[config.mk]
export PLATFORM = sky130hd
export DESIGN_NAME = dmem_arbiter_flat
export DESIGN_NICKNAME = d
export VERILOG_FILES = /design/src/rtl/dmem_pkg.sv /design/src/rtl/dmem_arbiter_if.sv /design/src/rtl/rr_arb2.sv /design/src/rtl/dmem_arbiter.sv /design/src/flat_wrapper.sv
export SDC_FILE = /design/constraint.sdc
export NUM_CORES = 1
export LEC_CHECK = 0
export ABC_CLOCK_PERIOD_IN_PS = 1750
export CAP_MARGIN = 20
export CORE_MARGIN = 2
export CORE_UTILIZATION = 40
export CTS_CLUSTER_SIZE = 25
export DETAILED_ROUTE_END_ITERATION = 16
export GPL_TIMING_DRIVEN = 0
export PLACE_DENSITY_LB_ADDON = 0.15
export SYNTH_ARGS = -nofsm -noshare
export SYNTH_HDL_FRONTEND = slang
export SYNTH_SLANG_ARGS = --single-unit
[constraint.sdc]
create_clock -name clk -period 1.75 [get_ports clk]
set_clock_uncertainty 0.15 [all_clocks]
set_input_delay 0.175 -clock clk [delete_from_list [all_inputs] [get_ports clk]]
set_output_delay 0.175 -clock clk [all_outputs]
set_load 0.01 [all_outputs]
[src/rtl/dmem_pkg.sv]
// Shared definitions for the data-memory arbiter: widths, port ids, FSM states.
// Latency: n/a (types and constants only).
// Backpressure: n/a.
package dmem_pkg;

  localparam int DMEM_ADDR_W = 9;
  localparam int DMEM_DATA_W = 32;
  localparam int DMEM_DEPTH  = 128;

  // Requester ids; also the encoding of the grant and last_grant bits.
  localparam logic PORT_CPU = 1'b0;
  localparam logic PORT_DBG = 1'b1;

  typedef enum logic [1:0] {
    ST_IDLE   = 2'd0,
    ST_ACCESS = 2'd1,
    ST_RESP   = 2'd2
  } dmem_state_e;

  // The memory is word-organised; anything not on a 4-byte boundary is refused.
  function automatic logic is_misaligned(input logic [1:0] byte_lsb);
    return byte_lsb != 2'b00;
  endfunction

endpackage

[src/rtl/dmem_arbiter_if.sv]
// Bundle of both requester handshakes plus the data-memory pins.
// Latency: n/a (wiring only).
// Backpressure: requesters hold req until their one-cycle ready pulse.
interface dmem_arbiter_if
  import dmem_pkg::*;
#(
  parameter int ADDR_W = DMEM_ADDR_W,
  parameter int DATA_W = DMEM_DATA_W
) ();

  // Port 0: CPU load/store unit
  logic              req0;
  logic              we0;
  logic [ADDR_W-1:0] addr0;
  logic [DATA_W-1:0] wdata0;
  logic              ready0;
  logic [DATA_W-1:0] rdata0;
  logic              err0;

  // Port 1: debug/DMA loader
  logic              req1;
  logic              we1;
  logic [ADDR_W-1:0] addr1;
  logic [DATA_W-1:0] wdata1;
  logic              ready1;
  logic [DATA_W-1:0] rdata1;
  logic              err1;

  // Memory side
  logic              MemRead;
  logic              MemWrite;
  logic [ADDR_W-1:0] mem_add;
  logic [DATA_W-1:0] mem_wdata;
  logic [DATA_W-1:0] mem_rdata;

  // Arbiter view.
  modport slave (
    input  req0, we0, addr0, wdata0,
    output ready0, rdata0, err0,
    input  req1, we1, addr1, wdata1,
    output ready1, rdata1, err1,
    output MemRead, MemWrite, mem_add, mem_wdata,
    input  mem_rdata
  );

  // Requesters plus memory view.
  modport master (
    output req0, we0, addr0, wdata0,
    input  ready0, rdata0, err0,
    output req1, we1, addr1, wdata1,
    input  ready1, rdata1, err1,
    input  MemRead, MemWrite, mem_add, mem_wdata,
    output mem_rdata
  );

endinterface

[src/rtl/rr_arb2.sv]
// Two-input round-robin picker: on a tie the port that did not win last time wins.
// Latency: combinational.
// Backpressure: none; the caller decides when to consume the grant.
module rr_arb2 (
  input  logic [1:0] req,
  input  logic       last_grant,
  output logic       grant_valid,
  output logic       grant_id
);

  // Single requester wins outright; a tie goes to the port opposite last_grant.
  always_comb begin
    grant_valid = |req;
    grant_id    = 1'b0;
    case (req)
      2'b01:   grant_id = 1'b0;
      2'b10:   grant_id = 1'b1;
      2'b11:   grant_id = ~last_grant;
      default: grant_id = 1'b0;
    endcase
  end

endmodule

[src/rtl/dmem_arbiter.sv]
// Shares one 128x32 data memory between the CPU (port 0) and debug/DMA (port 1).
// Latency: req sampled in IDLE cycle N, memory access N+1, ready pulse N+2.
// Backpressure: one access in flight; a waiting port holds req until its ready.
module dmem_arbiter
  import dmem_pkg::*;
#(
  parameter int ADDR_W = DMEM_ADDR_W,
  parameter int DATA_W = DMEM_DATA_W
) (
  input  logic           clk,
  input  logic           reset,
  dmem_arbiter_if.slave  bus
);

  dmem_state_e state;

  // Transaction latched at grant time; requester inputs are ignored after that.
  // The latched address and write data live directly in mem_add / mem_wdata.
  logic lat_id;
  logic lat_we;
  logic lat_mis;
  logic last_grant;

  logic grant_valid;
  logic grant_id;

  // Fields of whichever port the picker selects this cycle.
  logic              sel_we;
  logic [ADDR_W-1:0] sel_addr;
  logic [DATA_W-1:0] sel_wdata;
  logic              sel_mis;

  rr_arb2 u_rr_arb2 (
    .req         ({bus.req1, bus.req0}),
    .last_grant  (last_grant),
    .grant_valid (grant_valid),
    .grant_id    (grant_id)
  );

  // Steer the granted port's request fields toward the latches.
  always_comb begin
    sel_we    = grant_id ? bus.we1    : bus.we0;
    sel_addr  = grant_id ? bus.addr1  : bus.addr0;
    sel_wdata = grant_id ? bus.wdata1 : bus.wdata0;
    sel_mis   = is_misaligned(sel_addr[1:0]);
  end

  // Control FSM; every output, including the memory strobes, comes from a flop.
  always_ff @(posedge clk) begin
    if (reset) begin
      state         <= ST_IDLE;
      last_grant    <= PORT_DBG;
      lat_id        <= PORT_CPU;
      lat_we        <= 1'b0;
      lat_mis       <= 1'b0;
      bus.ready0    <= 1'b0;
      bus.ready1    <= 1'b0;
      bus.err0      <= 1'b0;
      bus.err1      <= 1'b0;
      bus.rdata0    <= '0;
      bus.rdata1    <= '0;
      bus.MemRead   <= 1'b0;
      bus.MemWrite  <= 1'b0;
      bus.mem_add   <= '0;
      bus.mem_wdata <= '0;
    end else begin
      // Strobes and response flags are single-cycle unless set below.
      bus.ready0   <= 1'b0;
      bus.ready1   <= 1'b0;
      bus.err0     <= 1'b0;
      bus.err1     <= 1'b0;
      bus.MemRead  <= 1'b0;
      bus.MemWrite <= 1'b0;

      case (state)
        ST_IDLE: begin
          if (grant_valid) begin
            lat_id        <= grant_id;
            lat_we        <= sel_we;
            lat_mis       <= sel_mis;
            last_grant    <= grant_id;
            bus.mem_add   <= sel_addr;
            bus.mem_wdata <= sel_wdata;
            // Strobes are set here so they are high during exactly the ACCESS cycle;
            // a misaligned access never touches the memory.
            bus.MemRead   <= !sel_we && !sel_mis;
            bus.MemWrite  <= sel_we && !sel_mis;
            state         <= ST_ACCESS;
          end
        end

        ST_ACCESS: begin
          // Memory read data is combinational, so it is valid by the end of ACCESS.
          if (!lat_we && !lat_mis) begin
            if (lat_id == PORT_DBG) bus.rdata1 <= bus.mem_rdata;
            else                    bus.rdata0 <= bus.mem_rdata;
          end
          if (lat_id == PORT_DBG) begin
            bus.ready1 <= 1'b1;
            bus.err1   <= lat_mis;
          end else begin
            bus.ready0 <= 1'b1;
            bus.err0   <= lat_mis;
          end
          state <= ST_RESP;
        end

        ST_RESP: begin
          state <= ST_IDLE;
        end

        default: begin
          state <= ST_IDLE;
        end
      endcase
    end
  end

endmodule

[src/flat_wrapper.sv]
// flat-port wrapper written by rule: the top's interface ports become plain ports
module dmem_arbiter_flat import dmem_pkg::*;
#(
  parameter int ADDR_W = DMEM_ADDR_W,
  parameter int DATA_W = DMEM_DATA_W
)
  (clk, reset, bus_req0, bus_we0, bus_addr0, bus_wdata0, bus_ready0, bus_rdata0, bus_err0, bus_req1, bus_we1, bus_addr1, bus_wdata1, bus_ready1, bus_rdata1, bus_err1, bus_MemRead, bus_MemWrite, bus_mem_add, bus_mem_wdata, bus_mem_rdata);
  dmem_arbiter_if #(.ADDR_W(ADDR_W), .DATA_W(DATA_W)) bus_i ();
  input  logic clk;
  input  logic reset;
  input wire logic [$bits(bus_i.req0)-1:0] bus_req0;
  input wire logic [$bits(bus_i.we0)-1:0] bus_we0;
  input wire logic [$bits(bus_i.addr0)-1:0] bus_addr0;
  input wire logic [$bits(bus_i.wdata0)-1:0] bus_wdata0;
  output wire logic [$bits(bus_i.ready0)-1:0] bus_ready0;
  output wire logic [$bits(bus_i.rdata0)-1:0] bus_rdata0;
  output wire logic [$bits(bus_i.err0)-1:0] bus_err0;
  input wire logic [$bits(bus_i.req1)-1:0] bus_req1;
  input wire logic [$bits(bus_i.we1)-1:0] bus_we1;
  input wire logic [$bits(bus_i.addr1)-1:0] bus_addr1;
  input wire logic [$bits(bus_i.wdata1)-1:0] bus_wdata1;
  output wire logic [$bits(bus_i.ready1)-1:0] bus_ready1;
  output wire logic [$bits(bus_i.rdata1)-1:0] bus_rdata1;
  output wire logic [$bits(bus_i.err1)-1:0] bus_err1;
  output wire logic [$bits(bus_i.MemRead)-1:0] bus_MemRead;
  output wire logic [$bits(bus_i.MemWrite)-1:0] bus_MemWrite;
  output wire logic [$bits(bus_i.mem_add)-1:0] bus_mem_add;
  output wire logic [$bits(bus_i.mem_wdata)-1:0] bus_mem_wdata;
  input wire logic [$bits(bus_i.mem_rdata)-1:0] bus_mem_rdata;
  assign bus_i.req0 = bus_req0;
  assign bus_i.we0 = bus_we0;
  assign bus_i.addr0 = bus_addr0;
  assign bus_i.wdata0 = bus_wdata0;
  assign bus_ready0 = bus_i.ready0;
  assign bus_rdata0 = bus_i.rdata0;
  assign bus_err0 = bus_i.err0;
  assign bus_i.req1 = bus_req1;
  assign bus_i.we1 = bus_we1;
  assign bus_i.addr1 = bus_addr1;
  assign bus_i.wdata1 = bus_wdata1;
  assign bus_ready1 = bus_i.ready1;
  assign bus_rdata1 = bus_i.rdata1;
  assign bus_err1 = bus_i.err1;
  assign bus_MemRead = bus_i.MemRead;
  assign bus_MemWrite = bus_i.MemWrite;
  assign bus_mem_add = bus_i.mem_add;
  assign bus_mem_wdata = bus_i.mem_wdata;
  assign bus_i.mem_rdata = bus_mem_rdata;
  dmem_arbiter #(.ADDR_W(ADDR_W), .DATA_W(DATA_W)) u_core (.clk(clk), .reset(reset), .bus(bus_i));
endmodule
Word level (Yosys, flattened, before mapping)
Index checks and enable logic that the tools add are counted.
- output and inout port bits: 111
- bits of input ports: 120
- word-level logic and storage cells: 49
- flip-flop bits (word level): 117
- reductions and logical operators: 17
- bitwise logic cells: 5
- equal/unequal tests: 4
- multiplexer cells: 8
- operators by type and width (operator ; number):
    32-bit 2-to-1 mux ; 1
    9-bit 2-to-1 mux ; 1
    3-bit OR reduction ; 3
    3-bit AND reduction ; 2
    1-bit NOT ; 5
    2-bit equality test, second input constant ; 2
    1-bit logical NOT ; 4
    2-bit case mux with 2 select lines ; 1
    2-bit OR reduction ; 2
    1-bit logical AND ; 3
    1-bit 2-to-1 mux ; 3
    2-bit by 1-bit equality test with 1-bit output, second input constant ; 1
    2-bit logical NOT ; 1
    2-bit 2-to-1 mux ; 1
    2-bit by 1-bit != test with 1-bit output, second input constant ; 1
    1-bit case mux with 2 select lines ; 1
    2-bit AND reduction ; 1
    2-bit nonzero test ; 1

Logic depth before layout (Yosys ltp)
- depth in word-level cells: 6
- gate-level depth with buffers: 5
- mapped depth without buffers: 3

Hierarchy
Synthesis repeated with hierarchy kept, for this count alone.
- cells, all modules: 467
- area, all modules: 4889.7 µm²
- modules (own cells, without submodules) (module ; area an instance (µm²) ; cells each ; seq. area each (µm²) ; times used):
    dmem_arbiter ; 4875.9 ; 465 ; 2342.2 ; 1
    rr_arb2 ; 13.8 ; 2 ; 0.0 ; 1

Worst setup path after synthesis
Ideal clock, no wire load.
- path kind: flip-flop to flip-flop
- from: register u_core.lat_we
- to: register u_core.bus.rdata0[10]
- path buffers: 2
- period minus slack after synthesis: 1.594 ns
- library setup time: 0.132 ns
- cell stages (with the launch flop): 6
- path slack: 0.156 ns
- required time: 1.468 ns
- arrival: 1.312 ns
- path through: dfxtp_1 or4b_1 clkbuf_1 buf_2 o21ai_1 a21oi_1
- word-level cells in the longest chain between the ends: 3
- RTL lines (what ; RTL line ; RTL):
    start: declaration ; dmem_arbiter.sv:20 ; logic lat_we;
    start signal: assignment ; dmem_arbiter.sv:79 ; lat_we <= sel_we;
    1-bit logical NOT ; dmem_arbiter.sv:94 ; if (!lat_we && !lat_mis) begin
    1-bit logical AND ; dmem_arbiter.sv:94 ;
    3-bit AND reduction (no line) ; n/a ;
    end signal: assignment ; dmem_arbiter.sv:96 ; else bus.rdata0 <= bus.mem_rdata;
    end: declaration ; dmem_arbiter_if.sv:39 ; output ready0, rdata0, err0,
Every way passes these cells.
A chain may end at the register's enable or synchronous reset.

Final worst setup path
- from: register u_core.state[1]
- to: register u_core.bus.mem_wdata[29]
- word-level cells in the longest chain between the ends: 2
- RTL lines (what ; RTL line ; RTL):
    start: declaration ; dmem_arbiter.sv:15 ; dmem_state_e state;
    start signal: assignment ; dmem_arbiter.sv:51 ; state <= ST_IDLE;
    start signal: assignment ; dmem_arbiter.sv:88 ; state <= ST_ACCESS;
    start signal: assignment ; dmem_arbiter.sv:105 ; state <= ST_RESP;
    2-bit logical NOT ; dmem_arbiter.sv:75 ; case (state)
    2-bit AND reduction (no line) ; n/a ;
    end signal: assignment ; dmem_arbiter.sv:83 ; bus.mem_wdata <= sel_wdata;
    end: declaration ; dmem_arbiter_if.sv:42 ; output MemRead, MemWrite, mem_add, mem_wdata,
Every way passes these cells.

==> summary.md <==
| Metric | Value |
|---|---|
| Met1 usage | `between 20 and 30%` |
| Post-Synthesis Cells | `515` |
| Post-route setup slack | `-0.01763 ns` |
| Post-layout util | `between 70 and 80%` |
| Die X | `110.7 um` |
| Worst-Margin Slew | `roughly 0.54 ns` |
| Place WS | `-0.4908 ns` |
| Die footprint | `12250 sq um` |
| Failing checks | `setup timing` |
| Synth Area in Compound Gates | `24.99%` |
| Final ANT Viol Nets | `0` |
| YS warnings | `0` |
| Maximum VDD drop | `661.4 uV` |
| Starting Density | `between 40% and 50%` |
| CP required | `slightly below 2 ns` |
| Port bufs | `230` |
| Initial antenna violation count | `0` |
| GP Congestion | `a little over 0.8` |
| Skew-Pair Late Insertion Delay | `around 0.4 ns` |
| GRT Residual Overflow | `0` |
| Mapped Nets | `about 640` |
| Fmax | `between 500 and 600 MHz` |
| Sequential Area | `2347 sq um` |
| Setup Crit Path Kind | `register to register` |
| Num CTS Buffers | `17` |
| Synth Register Bits | `117` |
| Startpoint types | `register` |
| Main combinational cell family by area after synthesis | `compound AO/OA/AOI/OAI gates` |
| R2r worst-path depth | `5` |
| Global-route wire length before repair | `approximately 25000 um` |
| Vias per cell | `~5.4` |
| Busiest grt layer | `met2` |
| Vias in the first global route | `about 5000` |
| Final worst path period share | `101.0%` |
| Cts hold-fix bufs | `0` |
| Clock-pin transition on the worst setup and hold timing paths | `~0.05 ns` |
| Area Growth Syn to Fin | `71.39%` |
| Pins over their slew limit | `0` |
| Slew margin rel. | `63.66%` |
| Share of cells above drive strength 1 | `10.76%` |
| Row cnt | `38` |
| DR WL/cell | `around 17 um` |
| Total track usage | `between 20% and 30%` |
| Pin count of the biggest net entering global routing | `17` |
| Multi-input logic area | `1842 sq um` |
| Met3 usage | `about 7.5%` |
| Routed vias | `around 5000` |
| Drt first-iter violations | `291` |
| Final setup violation count | `9` |
| Die height | `approximately 110 um` |
| Worst path slowest cell | `or3_4` |
| Avg Inst Size Synth | `8.839 sq um` |
| Placed cells | `885` |
| Crit. Startpoint | `u_core.state[1]` |
| R2R setup slack | `-0.02 ns` |
| Worst hold-check path type | `input port to register` |
| Reg-to-reg startpoint | `u_core.state[1]` |
| Status | `finished with violations` |
| Seq/Total Area, Yosys | `51.46%` |
| Core outline area | `~11000 sq um` |
| CP Capture Type | `register` |
| WL final | `~16000 um` |
| Final Hold Violating Endpoints | `0` |
| Crit path largest cell delay | `between 0.4 and 0.5 ns` |
| Post-Synth XOR/XNOR Area | `0%` |
| I/O pin count | `231` |
| DP HPWL | `11420 um` |
| Mux cell area share after synthesis | `less than 1%` |
| H-Tree Level Count | `4` |
| Clk sinks | `117` |
| Minimum clock period | `1.768 ns` |
| Leakage | `just under 3 nW` |
| CP arrival | `~2.0 ns` |
| TritonRoute pass-1 iters | `5` |
| CP Cell Sequence | `or3_4 -> a211oi_4 -> buf_6 -> clkbuf_16 -> a221o_1` |
| DRC viols | `0` |
| # Max-Cap Violations | `0` |
| Synth Area in Simple Gates | `a little over an eighth` |
| Worst setup path end | `u_core.bus.mem_wdata[29]` |
| NumNets Final | `~900` |
| Cell variety after synth | `31` |
| Filler Cells Inserted | `850` |
| Adder-Cell Fraction of Synth Area | `0%` |
| # diodes | `0` |
| RSZ-0062 raised after global routing | `true` |
| FF-to-FF End | `u_core.bus.mem_wdata[29]` |
| Root Driver | `clkbuf_16` |
| Clk buf depth | `2` |
| Layout Cells excl Fill | `921` |
| Met2 Track Usage GR | `a little over two fifths` |
| PD cells | `~1000 nW/um^2` |
| Mapped cell area | `4552 sq um` |
| CTS tree | `yes` |
| CP max FO | `6` |
==> critical path, delay by kind of cell, from the launching register on <==
| kind | cells | cell delay [ns] |
|---|---|---|
| AOI/OAI and AO/OA | 2 | 0.45 |
| buffers and inverters | 2 | 0.34 |
| and+or+nand+nor | 1 | 0.43 |
| DFF | 1 | 0.35 |
==> cell families after synthesis <==
| kind of cell | after synthesis |
|---|---|
| AOI/OAI and AO/OA | 179 |
| buffers and inverters | 96 |
| DFF | 117 |
| muxes | 4 |
| and+or+nand+nor | 119 |
==> final cells by class <==
cell class	instances	share of cell area, %
Buffer	50	3.641
Sequential cell	117	30.09
Tap cell	140	2.245
Clock buffer	26	6.784
Timing Repair Buffer	236	30.43
Inverter	43	2.069
Multi-Input combinational cell	303	23.61
Clock inverter	6	1.139
==> synth_stat cells <==
cell type | n | area, sq um
dfxtp_1 | 117 | 2342
a21oi_1 | 67 | 335.3
nand3_1 | 65 | 325.3
o21ai_1 | 60 | 300.3
inv_1 | 42 | 157.7
a221o_1 | 39 | 390.4
nor3_1 | 39 | 195.2
clkbuf_1 | 28 | 105.1
buf_2 | 19 | 95.09
o2bb2ai_1 | 5 | 43.79
buf_6 | 4 | 45.04
o21ai_0 | 4 | 20.02
mux2i_1 | 3 | 30.03
nor2_1 | 3 | 11.26
and2_1 | 2 | 12.51
and3_1 | 2 | 12.51
buf_1 | 2 | 7.510
a211oi_4 | 1 | 20.02
a21bo_2 | 1 | 10.01
a21oi_2 | 1 | 8.760
inv_2 | 1 | 3.750
mux2_2 | 1 | 11.26
nand2b_1 | 1 | 6.260
nand3b_1 | 1 | 7.510
nor3b_1 | 1 | 7.510
nor4b_1 | 1 | 8.760
o2111ai_1 | 1 | 8.760
or2_1 | 1 | 6.260
or3_1 | 1 | 6.260
or4_1 | 1 | 7.510
or4b_1 | 1 | 10.01
==> what timing repair did <==
action	CTS	global route
resized for setup	17	32
buffers inserted	2	1
endpoints found under the setup margin	91	100
pin swaps	0	4
endpoints found under the hold margin	0	0
gates cloned	2	2
==> sequential cells by signal, summed over array words and instances (netlist names), 2 cells and up <==
signal	cells
u_core.bus.mem_wdata	32
u_core.bus.rdata0	32
u_core.state	2
u_core.bus.mem_add	9
u_core.bus.rdata1	32
==> per-layer routing <==
metal  up-vias  share of wire, %
li1       2377                 -
met1      2348                40
met2       219                50
met3        38               7.0
met5         -                 0
met4         0               3.3
==> metrics by stage <==
stage	hold WS (ns)	power (mW)	area, sq um	setup TNS [ns]
after floorplan	0.1307	3.533	4552	0
after global placement	0.3026	4.263	7029	-24.59
after detailed placement	0.3051	4.297	7029	-25.79
after CTS	0.2082	7.852	7711	-0.006825
after global routing	0.2157	8.135	7801	-2.703
final	0.2148	7.886	7801	-0.04373
==> worst min-delay path by stage <==
stage                          start                       end  slack (ns)  cells after the start
6_report              bus_wdata0[30]  u_core.bus.mem_wdata[30]        0.21                      2
3_3_place_gp   u_core.bus.mem_add[0]     u_core.bus.mem_add[0]        0.30                      1
2_1_floorplan                  reset           u_core.state[1]        0.13                      1
3_5_place_dp   u_core.bus.mem_add[1]     u_core.bus.mem_add[1]        0.31                      1
5_1_grt                 bus_addr0[6]     u_core.bus.mem_add[6]        0.22                      2
4_1_cts               bus_wdata0[24]  u_core.bus.mem_wdata[24]        0.21                      2
==> placed cells by master (no fill, tap or decap), types with 4 or more instances in the layout <==
cell type | netlist | final
o2bb2ai_1 | 5 | 5
clkbuf_16 | 0 | 18
nor3_1 | 39 | 38
dfxtp_1 | 117 | 115
o21ai_1 | 60 | 58
buf_4 | 0 | 5
buf_6 | 4 | 6
inv_1 | 42 | 42
a221o_1 | 39 | 39
clkbuf_8 | 0 | 7
clkdlybuf4s50_1 | 0 | 230
nand3_1 | 65 | 65
o21ai_0 | 4 | 4
clkbuf_1 | 28 | 16
clkbuf_2 | 0 | 12
buf_2 | 19 | 12
a21oi_1 | 67 | 66
==> power breakdown <==
group	internal (mW)	total, mW	switching (mW)	leakage (nW)
clock network	2.36	3.57	1.21	0.299
registers	2.84	2.94	0.102	0.956
logic	0.742	1.38	0.635	1.69
No activity file was read; power rests on OpenSTA's default activity.
